--- config.mk ---
export PLATFORM = sky130hd
export DESIGN_NAME = fold_scheduler
export DESIGN_NICKNAME = d
export VERILOG_FILES = /design/src/rtl/fold_scheduler.sv
export SDC_FILE = /design/constraint.sdc
export NUM_CORES = 1
export LEC_CHECK = 0
export ABC_AREA = 1
export BUFFER_PORTS_ARGS = -buffer_cell sky130_fd_sc_hd__buf_2
export CORE_UTILIZATION = 45
export CTS_BUF_LIST = sky130_fd_sc_hd__clkbuf_8
export DETAILED_ROUTE_END_ITERATION = 10
export PLACE_DENSITY = 0.78
export SETUP_SLACK_MARGIN = 0.2
export SLEW_MARGIN = 20
export SYNTH_ARGS = -nofsm -noshare
export SYNTH_HDL_FRONTEND = slang
export SYNTH_SLANG_ARGS = --single-unit
--- constraint.sdc ---
create_clock -name clk -period 3.8 [get_ports clk]
set_clock_uncertainty 0.15 [all_clocks]
set_input_delay 0 -clock clk [delete_from_list [all_inputs] [get_ports clk]]
set_output_delay 0 -clock clk [all_outputs]
set_load 0.02 [all_outputs]
--- src/rtl/fold_scheduler.sv ---
// fold_scheduler: sole owner of the folded-profile RAM port. Queues pulse
// bin events and applies them as read-modify-write increments, runs the
// clear and dump sweeps, and keeps event/drop/saturation statistics.
// Ports: clk, rst (async, high); pulse_valid/pulse_bin/pulse_ready event
// input; clear_start/dump_start sweep requests; mem_addr/mem_re/mem_we/
// mem_wdata/mem_rdata RAM port; dump_valid/dump_bin/dump_value/dump_ready/
// dump_done dump stream; busy, event_count, drop_count, sat_flag status.
module fold_scheduler #(
  parameter int BINS       = 1024,
  parameter int ADDR_W     = 10,
  parameter int DATA_W     = 32,
  parameter int FIFO_DEPTH = 8
) (
  input  logic              clk,
  input  logic              rst,
  input  logic              pulse_valid,
  input  logic [ADDR_W-1:0] pulse_bin,
  output logic              pulse_ready,
  input  logic              clear_start,
  input  logic              dump_start,
  output logic [ADDR_W-1:0] mem_addr,
  output logic              mem_re,
  output logic              mem_we,
  output logic [DATA_W-1:0] mem_wdata,
  input  logic [DATA_W-1:0] mem_rdata,
  output logic              dump_valid,
  output logic [ADDR_W-1:0] dump_bin,
  output logic [DATA_W-1:0] dump_value,
  input  logic              dump_ready,
  output logic              dump_done,
  output logic              busy,
  output logic [31:0]       event_count,
  output logic [15:0]       drop_count,
  output logic              sat_flag
);

  localparam int PW = $clog2(FIFO_DEPTH);
  localparam logic [ADDR_W:0]   BINS_L = (ADDR_W+1)'(BINS);
  localparam logic [ADDR_W-1:0] LAST   = ADDR_W'(BINS - 1);
  localparam logic [PW:0]       FULL_N = (PW+1)'(FIFO_DEPTH);

  typedef enum logic [2:0] {
    IDLE, ACC_RD, ACC_WR, CLEAR, DUMP_RD, DUMP_WAIT
  } state_t;

  state_t state, state_n;

  logic [ADDR_W-1:0] fifo_q [FIFO_DEPTH];
  logic [PW-1:0]     wr_ptr, rd_ptr;
  logic [PW:0]       count;
  logic [ADDR_W-1:0] addr_q, addr_n, head;
  logic              clr_pend, dump_pend;
  logic              dump_first, dump_done_q;
  logic [DATA_W-1:0] dump_q;
  logic [31:0]       event_q;
  logic [15:0]       drop_q;
  logic              sat_q;
  logic              full, empty, in_range;
  logic              push, pop, drop;
  logic              rmw_sat, go_clear, go_dump;

  assign full     = (count == FULL_N);
  assign empty    = (count == '0);
  assign in_range = ({1'b0, pulse_bin} < BINS_L);
  assign push     = pulse_valid && !full && in_range;
  assign drop     = pulse_valid && (full || !in_range);
  assign pop      = (state == ACC_RD);
  assign head     = fifo_q[rd_ptr];
  assign rmw_sat  = (mem_rdata == '1);
  assign go_clear = (state == IDLE) && clr_pend;
  assign go_dump  = (state == IDLE) && !clr_pend && dump_pend;

  always_comb begin
    state_n   = state;
    addr_n    = addr_q;
    mem_addr  = addr_q;
    mem_re    = 1'b0;
    mem_we    = 1'b0;
    mem_wdata = '0;
    unique case (state)
      IDLE: begin
        if (clr_pend) begin
          state_n = CLEAR;
          addr_n  = '0;
        end else if (dump_pend) begin
          state_n = DUMP_RD;
          addr_n  = '0;
        end else if (!empty) begin
          state_n = ACC_RD;
        end
      end
      ACC_RD: begin
        mem_addr = head;
        mem_re   = 1'b1;
        addr_n   = head;
        state_n  = ACC_WR;
      end
      ACC_WR: begin
        mem_we    = 1'b1;
        mem_wdata = rmw_sat ? '1 : mem_rdata + DATA_W'(1);
        state_n   = IDLE;
      end
      CLEAR: begin
        mem_we = 1'b1;
        if (addr_q == LAST) state_n = IDLE;
        else addr_n = addr_q + ADDR_W'(1);
      end
      DUMP_RD: begin
        mem_re  = 1'b1;
        state_n = DUMP_WAIT;
      end
      DUMP_WAIT: begin
        if (dump_ready) begin
          if (addr_q == LAST) begin
            state_n = IDLE;
          end else begin
            addr_n  = addr_q + ADDR_W'(1);
            state_n = DUMP_RD;
          end
        end
      end
      default: state_n = IDLE;
    endcase
  end

  // Read data is only valid in the first wait cycle; after that the
  // captured copy holds the word steady while the consumer stalls.
  assign dump_valid  = (state == DUMP_WAIT);
  assign dump_value  = !dump_valid ? '0 :
                       dump_first ? mem_rdata : dump_q;
  assign dump_bin    = dump_valid ? addr_q : '0;
  assign dump_done   = dump_done_q;
  assign pulse_ready = !rst && !full;
  assign busy        = (state != IDLE) || !empty ||
                       clr_pend || dump_pend;
  assign event_count = event_q;
  assign drop_count  = drop_q;
  assign sat_flag    = sat_q;

  always_ff @(posedge clk) begin
    if (push) fifo_q[wr_ptr] <= pulse_bin;
  end

  always_ff @(posedge clk or posedge rst) begin
    if (rst) begin
      state       <= IDLE;
      addr_q      <= '0;
      wr_ptr      <= '0;
      rd_ptr      <= '0;
      count       <= '0;
      clr_pend    <= 1'b0;
      dump_pend   <= 1'b0;
      dump_first  <= 1'b0;
      dump_done_q <= 1'b0;
      dump_q      <= '0;
      event_q     <= '0;
      drop_q      <= '0;
      sat_q       <= 1'b0;
    end else begin
      state  <= state_n;
      addr_q <= addr_n;
      if (push) wr_ptr <= wr_ptr + PW'(1);
      if (pop)  rd_ptr <= rd_ptr + PW'(1);
      if (push && !pop) count <= count + (PW+1)'(1);
      else if (!push && pop) count <= count - (PW+1)'(1);
      // A request seen while its own sweep runs is absorbed.
      clr_pend <= go_clear ? 1'b0 :
                  clr_pend || (clear_start && state != CLEAR);
      dump_pend <= go_dump ? 1'b0 :
                   dump_pend || (dump_start &&
                   state != DUMP_RD && state != DUMP_WAIT);
      dump_first <= (state == DUMP_RD);
      if (dump_first) dump_q <= mem_rdata;
      dump_done_q <= (state == DUMP_WAIT) && dump_ready &&
                     (addr_q == LAST);
      if (state == ACC_WR) begin
        if (event_q != '1) event_q <= event_q + 32'd1;
        if (rmw_sat) sat_q <= 1'b1;
      end
      if (drop && drop_q != '1) drop_q <= drop_q + 16'd1;
    end
  end

endmodule

**After elaboration in Yosys (flattened, before gate mapping)**

Memory sizes are Yosys's and may differ from the RTL's.
Cells that the tools add are included.

- Add/sub/neg operators: 8
- Equality and inequality tests: 17
- Mux-type cells: 26
- Reduce and logical (&&, ||, !) cells: 36

Operators with widths:

| operator | count |
|---|---|
| two-way mux 32 bit | 4 |
| adder 32 x 1 -> 32 bit (second input constant) | 2 |
| two-way mux 10 bit | 6 |
| case mux 10 bit (4 select lines) | 1 |
| == test 32 bit (second input constant) | 1 |
| != test 32 bit (second input constant) | 1 |
| two-way mux 3 bit | 6 |
| adder 16 x 1 -> 16 bit (second input constant) | 1 |
| != test 16 bit (second input constant) | 1 |
| case mux 3 bit (5 select lines) | 1 |
| logical AND 1 bit | 14 |
| adder 10 x 1 -> 10 bit (second input constant) | 1 |
| == test 10 bit (second input constant) | 1 |
| != test 3 bit (second input constant) | 3 |
| two-way mux 4 bit | 2 |
| adder 3 x 1 -> 3 bit (second input constant) | 2 |
| == test 3 x 2 -> 1 bit (second input constant) | 2 |
| == test 3 bit (second input constant) | 2 |
| logical NOT 1 bit | 6 |
| two-way mux 1 bit | 6 |
| AND reduction 3 bit | 2 |
| logical OR 1 bit | 5 |
| adder 4 x 1 -> 4 bit (second input constant) | 1 |
| == test 4 bit (second input constant) | 1 |
| 13 further kinds | 15 |

- Bits in registers: 108
- Memory bits (writable): 80
- Output and inout bits: 139
- Word-level logic and storage cells: 101
- Memories kept: 1

Memory list:

| memory | depth | bits a word | read ports | clocked after memory_dff | wr ports | RTL line | text |
|---|---|---|---|---|---|---|---|
| fifo_q | 8 | 10 | 1 | 0 | 1 | 48 | `logic [ADDR_W-1:0] fifo_q [FIFO_DEPTH];` |

**Longest topological paths before layout**

Gate-level depths: netlist (run 1).

- Depth after elaboration: 7
- Mapped depth: 14

**Least setup slack after synthesis (run 1)**

Ideal clock, no wire load.

- Path type: register -> register
- Start point: reg state[1]
- End point: reg count[3]
- Data arrival time: 2.261 ns
- Data required time: 3.529 ns
- Slack: 1.268 ns
- Cell stages (with the launch flop): 15
- Period minus slack after synthesis: 2.532 ns
- Path through: dfrtp_1 -> inv_1 -> nand2_1 -> nor2_1 -> buf_2 -> inv_1 -> ha_1 -> inv_1 -> ha_1 -> a21oi_1 -> nand2_1 -> a21oi_1 -> o21ai_0 -> nand2_1 -> nand2_1

- Longest elaborated chain between the ends: 4

Ends and longest elaborated chain:

| what | RTL line | text |
|---|---|---|
| start, declared | 46 | `state_t state, state_n;` |
| start signal, assigned | 160 | `state <= state_n;` |
| == test 3 x 1 -> 1 bit * | 67 | `assign pop = (state == ACC_RD);` |
| logical NOT 1 bit | 164 | `if (push && !pop) count <= count + (PW+1)'(1);` |
| logical AND 1 bit | 164 |  |
| two-way mux 4 bit / nonzero test 2 bit (equally long branches) | - |  |
| end signal, assigned | 164 |  |
| end signal, assigned | 165 | `else if (!push && pop) count <= count - (PW+1)'(1);` |
| end, declared | 50 | `logic [PW:0] count;` |

Mark *: on every way between the ends. The rest lies on a longest branch, timed or not.
A chain may end at the register's enable or synchronous reset.

**Worst setup path in the final report (run 1)**

- Start point: reg state[1]
- End point: out mem_wdata[8]

- Longest elaborated chain between the ends: 2

Ends and longest elaborated chain:

| what | RTL line | text |
|---|---|---|
| == test 3 x 2 -> 1 bit | 80 | `unique case (state)` |
| two-way mux 32 bit | 80 |  |
| end, declared | 24 | `output logic [DATA_W-1:0] mem_wdata,` |

No other way between the ends.

==> results of run 1 <==
-- layout by cell type (no fill, tap or decap), types with 24 or more instances in the layout --
cell type,count
nor2_1,171
inv_1,199
nand2_1,571
dlygate4sd3_1,47
dfrtp_1,107
xor2_1,24
buf_2,186
edfxtp_1,80
o21ai_0,76
nand3_1,117
-- cell type report --
class | instances | area share [%]
sequential | 188 | 39.6
multi-input combinational | 1057 | 36.6
timing repair buffer | 242 | 11.4
inverter | 203 | 5.93
tap | 319 | 3.09
clock buffer | 17 | 1.81
clock inverter | 15 | 1.58
-- metal layers --
metal | vias up | part of all wire [%]
li1 | 5069 | -
met1 | 4745 | 44
met2 | 403 | 47
met3 | 84 | 5.7
met4 | 0 | 2.9
met5 | - | 0
-- cell usage after synthesis (all sizes together) --
master / n / share of area [%]
xnor2: 13 / 1.1
a21oi: 12 / 0.56
buf: 16 / 0.95
mux2: 1 / 0.10
a31oi: 7 / 0.41
edfxtp: 80 / 22
fa: 1 / 0.19
nor2: 181 / 6.6
nand3: 120 / 5.7
nand4: 6 / 0.41
nor3: 7 / 0.37
xor2: 24 / 1.9
or2: 3 / 0.17
nand2: 577 / 20
inv: 203 / 7.1
o211ai: 2 / 0.14
ha: 9 / 1.0
nand3b: 13 / 0.90
dfrtp: 108 / 25
o21ai: 80 / 3.7
clkbuf: 26 / 0.90
nor4: 1 / 0.058
-- kinds of logic after synthesis --
| logic type | count (synthesis) | synth area share, % |
|---|---|---|
| compound gates | 101 | 4.81 |
| xor+xnor | 37 | 3.00 |
| fa+ha+maj | 10 | 1.23 |
| buf+inv | 245 | 8.92 |
| flops | 188 | 47.3 |
| mux | 1 | 0.104 |
| simple gates | 908 | 34.6 |
-- flip-flops by register name, summed over array words and instances (netlist names) --
signal,flops
dump_pend,1
wr_ptr,3
clr_pend,1
count,4
sat_flag,1
drop_count,16
dump_first,1
dump_done,1
dump_q,32
event_count,32
rd_ptr,3
addr_q,10
state,3
fifo_q,80
-- worst min-delay path, stage by stage --
cell and delay (ns):
dlygate4sd3_1 0.52, buf_2 0.15, inv_4 0.64
-- through the flow --
stage               utilization, %  total power, W  instances
floorplan                        -         0.00509       1490
global placement              51.1         0.00589       1962
detailed placement            51.1         0.00598       1962
CTS                           55.0         0.00749       2041
global route                  55.0         0.00802       2041
finish                        55.0         0.00747       2041
-- power by group --
part	switching, W	internal (W)	total [W]	leakage (nW)
sequential	0.000341	0.00261	0.00295	2.08
combinational	0.00213	0.000927	0.00306	4.20
clock	0.000786	0.000676	0.00146	0.212
total	0.00326	0.00421	0.00747	6.49
-- what timing repair did --
| item | in CTS | in global routing |
|---|---|---|
| hold endpoints to repair | 198 | 0 |
| hold buffers | 47 | 0 |
| gates resized for setup | 0 | 0 |
-- final timing paths --
| path | slack (ns) | from | depth (start not counted) | to |
|---|---|---|---|---|
| max | 0.65 | state[1]$_DFFE_PP0P_ | 7 | mem_wdata[8] |
| min | 0.14 | rst | 3 | dump_q[19]$_DFF_PP0_ |
| max reg2reg | 1.05 | state[1]$_DFFE_PP0P_ | 7 | event_count[10]$_DFFE_PP0P_ |
| min reg2reg | 0.33 | sat_flag$_DFFE_PP0P_ | 2 | sat_flag$_DFFE_PP0P_ |
| max in group asynchronous | 2.54 | rst | 4 | dump_q[23]$_DFF_PP0_ |
| min in group clk | 0.18 | dump_ready | 4 | dump_done$_DFF_PP0_ |
==> results.sh, run 1 <==
export IMPL_grt_max_degree=71
export IMPL_wl_per_cell_um=14.0
export IMPL_critPathKind="reg -> out"
export IMPL_end_kind="output pin"
export IMPL_post_place_ws_ns=1.10
export IMPL_hold_ws_ns=0.142
export IMPL_n_antenna_cell=0
export IMPL_route_vias_total=10301
export IMPL_initial_utilization_pct=46.0
export IMPL_seq_area_mm2=0.00511
export IMPL_synthesis_nets=1548
export IMPL_cts_max_path_buffers=2
export IMPL_relSlewSlack_pct=25.3
export IMPL_gr_total_overflow=0
export IMPL_crit_arrival_ns=3.00
export IMPL_yosys_warnings=0
export IMPL_setup_viol=0
export IMPL_wl_mm=28.5
export IMPL_die_x_um=157
export IMPL_worstMarginPinSlew_ns=1.12
export IMPL_grt_most_used_layer="met2"
export IMPL_finalCriticalPeriod_ns=3.15
export IMPL_met3_usage_pct=4.21
export IMPL_critPathMaxFanout=28
export IMPL_portBuffers=186
export IMPL_grt_pass1_wl_mm=46.0
export IMPL_critical_path_required_ns=3.65
export IMPL_die_h_um=157
export IMPL_fill_cells=2227
export IMPL_postCtsSetupBuffers=0
export IMPL_power_density_mw_per_mm2=579
export IMPL_grt_setup_unrepaired="no"
export IMPL_multiInputGateArea_mm2=0.00472
export IMPL_design_area_mm2=0.0129
export IMPL_cts_tree="done"
export IMPL_ys_seq_area_share_pct=47.3
export IMPL_dpl_cell_area_mm2=0.0120
export IMPL_worst_path_buf_inv=3
export IMPL_die_area_mm2=0.0246
export IMPL_grt_pass1_vias=9659
export IMPL_syn_avg_cell_area_um2=7.24
export IMPL_path_cells="inv_1 -> nor2_1 -> nand2_1 -> inv_2 -> nand4_2 -> o21ai_0 -> buf_2"
export IMPL_status="finished, final reports clean"
export IMPL_clk_pin_slew_ns=0.10
export IMPL_clock_root_buffer="clkbuf_8"
export IMPL_vias_per_cell=5.05
export IMPL_syn_inst=1490
export IMPL_dpl_hpwl_mm=20.4
export IMPL_hold_path_class="in -> async"
export IMPL_synth_cell_types=35
export IMPL_nets=1767
export IMPL_met1_usage_pct=30.6
export IMPL_hold_viol=0
export IMPL_rows=56
export IMPL_track_usage_pct=23.5
export IMPL_syn_to_final_growth_pct=19.6
export IMPL_synth_seq_cells=188
export IMPL_irDropWorstVdd_v=0.000380
export IMPL_start_kind="flop"
export IMPL_drive_above_1_share_pct=14.9
export IMPL_globalplace_congestion=0.967
export IMPL_grt_use_met2_pct=38.1
export IMPL_worstSkewPairLatency_ns=0.46
export IMPL_antenna_found_initial=0
export IMPL_io_pins=187
export IMPL_cp_top_family="simple AND/OR/NAND/NOR gates"
export IMPL_final_setup_worst_slack_ns=0.647
export IMPL_dr_pass1_iters=8
export IMPL_htreeDepth=4
export IMPL_drt_initial_drc_count=684
export IMPL_maxCapViolations=0
export IMPL_cpPeakStageDelay_ns=0.54
export IMPL_drc=0
export IMPL_drv_slew=0
export IMPL_p_leak_nw=6.49
export IMPL_crit_path_top_delay_cell="inv_2"
export IMPL_max_freq_ghz=0.317
export IMPL_setup_tns_ns=0
export IMPL_antenna_left=0
export IMPL_cts_num_sinks=188
export IMPL_cts_buffers=17
export IMPL_fin_crit_sh_pct=83.0
export IMPL_syn_area_mm2=0.0108
export IMPL_core_area_mm2=0.0235
(Power assumes the default switching activity.)
==> inputs of run 2 (changes only) <==
PLACE_DENSITY = 0.81   (was 0.78)
clock period = 2.8 ns   (was 3.8 ns; I/O delays follow)
==> results.sh, run 2 (synthesis results as in run 1) <==
export IMPL_crit_path_top_delay_cell="dlygate4sd3_1"
export IMPL_p_leak_nw=6.57
export IMPL_critPathMaxFanout=16
export IMPL_worstMarginPinSlew_ns=0.563
export IMPL_max_freq_ghz=0.413
export IMPL_cts_max_path_buffers=2
export IMPL_layout_commonest_cell="nand2_1"
export IMPL_setup_viol=0
export IMPL_fill_cells=2171
export IMPL_start_kind="input port"
export IMPL_grt_max_degree=88
export IMPL_relSlewSlack_pct=62.0
export IMPL_io_pins=187
export IMPL_wl_mm=29.2
export IMPL_core_area_mm2=0.0235
export IMPL_nets=1778
export IMPL_hold_viol=0
export IMPL_die_h_um=157
export IMPL_rrSetupSlack_ns=0.38
export IMPL_largest_reg_flops=80
export IMPL_antenna_left=0
export IMPL_drv_slew=0
export IMPL_syn_to_final_growth_pct=20.7
export IMPL_final_setup_worst_slack_ns=0.378
export IMPL_worst_path_buf_inv=3
export IMPL_portBuffers=186
export IMPL_top_register="fifo_q"
export IMPL_drc=0
export IMPL_path_cells="dlygate4sd3_1 -> buf_2 -> ha_1 -> nand2_1 -> nor2_1 -> nand2_1 -> nor2_1 -> nand2_2 -> a31oi_1 -> buf_2"
export IMPL_die_area_mm2=0.0246
export IMPL_cts_buffers=17
export IMPL_cpPeakStageDelay_ns=0.52
export IMPL_worstSkewPairLatency_ns=0.47
export IMPL_grt_pass1_vias=9640
export IMPL_drive_above_1_share_pct=15.2
export IMPL_initial_utilization_pct=46.0
export IMPL_status="finished, final reports clean"
export IMPL_htreeDepth=4
export IMPL_layout_common_cells="nand2_1, inv_1, buf_2"
export IMPL_cts_tree="done"
export IMPL_grt_setup_unrepaired="yes"
export IMPL_critPathKind="in -> out"
export IMPL_gr_total_overflow=0
export IMPL_cts_num_sinks=188
export IMPL_route_vias_total=10338
export IMPL_post_place_ws_ns=0.335
export IMPL_critical_path_required_ns=2.65
export IMPL_clock_root_buffer="clkbuf_8"
export IMPL_wl_per_cell_um=14.2
export IMPL_finalCriticalPeriod_ns=2.42
export IMPL_vias_per_cell=5.04
export IMPL_irDropWorstVdd_v=0.000398
export IMPL_clk_pin_slew_ns=0.09
export IMPL_final_util_pct=55.5
export IMPL_antenna_found_initial=0
export IMPL_rows=56
export IMPL_crit_arrival_ns=2.27
export IMPL_drt_initial_drc_count=774
export IMPL_n_antenna_cell=0
export IMPL_globalplace_congestion=0.969
export IMPL_grt_pass1_wl_mm=46.8
export IMPL_maxCapViolations=0
export IMPL_track_usage_pct=24.3
export IMPL_setup_tns_ns=0
export IMPL_end_kind="output pin"
export IMPL_cp_top_family="buffers and inverters"
export IMPL_die_x_um=157
export IMPL_fin_crit_sh_pct=86.5
export IMPL_hold_path_class="in -> reg"
export IMPL_power_density_mw_per_mm2=790
export IMPL_dr_pass1_iters=7
export IMPL_dpl_hpwl_mm=20.6
==> run 2: worst paths after layout <==
check	start	end	depth (start not counted)
max reg2reg	count[0]$_DFFE_PP0P_	count[3]$_DFFE_PP0P_	13
min	dump_ready	dump_done$_DFF_PP0_	4
max	mem_rdata[1]	mem_wdata[10]	10
min in group asynchronous	rst	drop_count[13]$_DFFE_PP0P_	4
min reg2reg	sat_flag$_DFFE_PP0P_	sat_flag$_DFFE_PP0P_	2
max in group asynchronous	rst	event_count[1]$_DFFE_PP0P_	5
==> run 2: report_power, final <==
| part | leakage, nW | switching, W | internal, W | total [W] |
|---|---|---|---|---|
| sequential | 2.08 | 0.000399 | 0.00354 | 0.00394 |
| clock | 0.229 | 0.00104 | 0.00102 | 0.00205 |
| combinational | 4.25 | 0.00298 | 0.00131 | 0.00429 |
==> run 2: final cells by class <==
class / count / area [µm²] / share of cell area, %
flip-flops and latches: 188 / 5100 / 39.2
multi-input cells: 1057 / 4730 / 36.3
clock inverters: 14 / 203 / 1.56
well taps: 319 / 399 / 3.07
inverters: 203 / 769 / 5.91
clock buffers: 18 / 248 / 1.90
repair buffers: 253 / 1570 / 12.0
==> run 2: timing repair <==
item | 4_1_cts | 5_1_grt
gates resized for setup | 0 | 5
hold buffers | 48 | 0
setup buffers | 0 | 0
setup endpoints to repair | 0 | 6
hold endpoints to repair | 238 | 0
==> run 2: per-layer routing <==
metal,GRT usage (%),wire (µm)
met1,32.6,12800
met2,38.4,13400
met5,0,0
met4,11.1,833
met3,3.96,2050
==> run 2: tightest hold or removal path, delay by kind of cell <==
| family | cells | cell delay (ns) |
|---|---|---|
| buffers and inverters | 3 | 0.73 |
| and+or+nand+nor | 1 | 0.04 |
==> run 2: stage by stage <==
stage                     hold WS (ns)  total power, W  std cells  cell area, µm²
after floorplan                -0.0734         0.00691       1490           10800
after global placement         -0.0618         0.00807       1972           12100
after detailed placement       -0.0626         0.00821       1972           12100
after CTS                        0.166          0.0103       2052           13000
after global routing             0.189          0.0110       2052           13000
final                            0.202          0.0103       2052           13000
==> inputs of run 3 (changes only) <==
--- a/config.mk
+++ b/config.mk
@@ -11,5 +11,5 @@
 export CTS_BUF_LIST = sky130_fd_sc_hd__clkbuf_8
 export DETAILED_ROUTE_END_ITERATION = 10
-export PLACE_DENSITY = 0.81
+export PLACE_DENSITY = 0.78
 export SETUP_SLACK_MARGIN = 0.2
 export SLEW_MARGIN = 20
==> constraint.sdc (replaced) <==
create_clock -name clk -period 2.6 [get_ports clk]
set_clock_uncertainty 0.15 [all_clocks]
set_input_delay 0 -clock clk [delete_from_list [all_inputs] [get_ports clk]]
set_output_delay 0 -clock clk [all_outputs]
set_load 0.05 [all_outputs]
==> results.sh, run 3 (synthesis results as in run 1) <==
export IMPL_dr_pass1_iters=7
export IMPL_drive_above_1_share_pct=16.3
export IMPL_globalplace_congestion=0.927
export IMPL_crit_start="state[1]$_DFFE_PP0P_"
export IMPL_route_vias_total=10280
export IMPL_multiInputGateArea_mm2=0.00480
export IMPL_p_leak_nw=6.63
export IMPL_wl_per_cell_um=14.3
export IMPL_path_cells="inv_1 -> nand3_2 -> buf_4 -> nor2_1 -> buf_2"
export IMPL_cts_max_path_buffers=2
export IMPL_crit_path_top_delay_cell="dfrtp_1"
export IMPL_drc=0
export IMPL_hold_viol=0
export IMPL_cpPeakStageDelay_ns=0.39
export IMPL_status="finished, final reports clean"
export IMPL_syn_to_final_growth_pct=22.4
export IMPL_antenna_left=0
export IMPL_core_area_mm2=0.0235
export IMPL_antenna_found_initial=1
export IMPL_die_h_um=157
export IMPL_critPathKind="reg -> out"
export IMPL_critPathMaxFanout=33
export IMPL_setup_tns_ns=0
export IMPL_wl_mm=29.4
export IMPL_layout_common_cells="nand2_1, inv_1, buf_2"
export IMPL_max_freq_ghz=0.421
export IMPL_start_kind="flop"
export IMPL_cts_num_sinks=188
export IMPL_drv_slew=0
export IMPL_critical_path_required_ns=2.45
export IMPL_relSlewSlack_pct=63.7
export IMPL_dpl_hpwl_mm=20.6
export IMPL_grt_pass1_wl_mm=46.9
export IMPL_grt_max_degree=75
export IMPL_drt_initial_drc_count=665
export IMPL_nets=1785
export IMPL_die_x_um=157
export IMPL_fill_cells=2149
export IMPL_layout_commonest_cell="nand2_1"
export IMPL_maxCapViolations=0
export IMPL_rrSetupSlack_ns=0.29
export IMPL_io_pins=187
export IMPL_vias_per_cell=4.99
export IMPL_cts_buffers=17
export IMPL_fin_crit_sh_pct=91.4
export IMPL_seq_area_mm2=0.00511
export IMPL_clk_pin_slew_ns=0.10
export IMPL_cts_tree="done"
export IMPL_crit_arrival_ns=2.23
export IMPL_cp_top_family="buffers and inverters"
export IMPL_gr_total_overflow=0
export IMPL_die_area_mm2=0.0246
export IMPL_track_usage_pct=24.2
export IMPL_initial_utilization_pct=46.0
export IMPL_top_register="fifo_q"
export IMPL_finalCriticalPeriod_ns=2.38
export IMPL_final_setup_worst_slack_ns=0.223
export IMPL_power_w=0.0123
export IMPL_irDropWorstVdd_v=0.000631
export IMPL_setup_viol=0
export IMPL_htreeDepth=4
export IMPL_rows=56
export IMPL_clock_root_buffer="clkbuf_8"
export IMPL_hold_path_class="in -> async"
export IMPL_worstSkewPairLatency_ns=0.47
export IMPL_largest_reg_flops=80
export IMPL_power_density_mw_per_mm2=931
export IMPL_end_kind="output pin"
export IMPL_worst_path_buf_inv=3
export IMPL_r2r_start="count[1]$_DFFE_PP0P_"
export IMPL_portBuffers=186
export IMPL_worstMarginPinSlew_ns=0.544
export IMPL_post_place_ws_ns=0.140
export IMPL_grt_pass1_vias=9826
export IMPL_grt_setup_unrepaired="yes"
## run 3: changes by cell type in the layout (fill, tap and decap cells not counted), moves of 3 or more
cell | before | now
buf_2 | 186 | 175
buf_4 | 18 | 24
buf_6 | 0 | 3
clkbuf_4 | 0 | 7
nor2_1 | 171 | 168
nor2_4 | 4 | 7
## run 3: power by group
part	switching [W]	leakage, nW	internal, W
sequential	0.000474	2.08	0.00382
combinational	0.00420	4.32	0.00156
clock	0.00116	0.229	0.00109
## run 3: area by class of cell
| type | instances | area share [%] |
|---|---|---|
| clock buffer | 17 | 1.77 |
| multi-input combinational | 1058 | 36.3 |
| timing repair buffer | 259 | 12.6 |
| inverter | 203 | 5.82 |
| tap | 319 | 3.02 |
| sequential | 188 | 38.7 |
| clock inverter | 15 | 1.74 |
| antenna | 1 | 0.0189 |
## run 3: worst register-to-register path, cell delays in order (launching register included)
cell     delay (ns)
dfrtp_2        0.46
nor2_2         0.13
nand3_1        0.10
nand2_1        0.10
inv_1          0.09
ha_1           0.22
inv_2          0.08
ha_1           0.27
a21oi_1        0.16
nand2_1        0.11
a21oi_2        0.14
o21ai_0        0.09
nand2_1        0.06
nand2_1        0.04
## run 3: path summary, 6_finish.rpt
path / endpoint / cells after the start
min reg2reg: sat_flag$_DFFE_PP0P_ / 2
max in group asynchronous: dump_first$_DFF_PP0_ / 4
min: drop_count[14]$_DFFE_PP0P_ / 4
max: dump_value[26] / 5
min in group clk: dump_done$_DFF_PP0_ / 4
max reg2reg: count[3]$_DFFE_PP0P_ / 13
## run 3: what timing repair did
action | in CTS | in global routing
gates resized for setup | 7 | 31
pin swaps | 0 | 1
hold endpoints to repair | 239 | 0
hold buffers | 47 | 0
buffers inserted | 0 | 3
cloned | 0 | 1
setup endpoints to repair | 20 | 65
## run 3: routing by layer
metal  global-route usage [%]  wire [µm]  vias up
met5                        0          0        -
met4                     10.9        857        0
met3                     5.59       1940       77
met2                     39.9      14000      369
met1                     30.3      12600     4723
li1                         -          -     5111
## run 3: through the flow
step           cells  area (µm²)  hold WS [ns]  utilization, %
2_1_floorplan   1490       10800       -0.0511               -
3_3_place_gp    1976       12100        0.0270            51.6
3_5_place_dp    1976       12100        0.0366            51.6
4_1_cts         2055       13100        0.0795            55.7
5_1_grt         2060       13200         0.127            56.3
6_report        2060       13200        0.0987            56.3
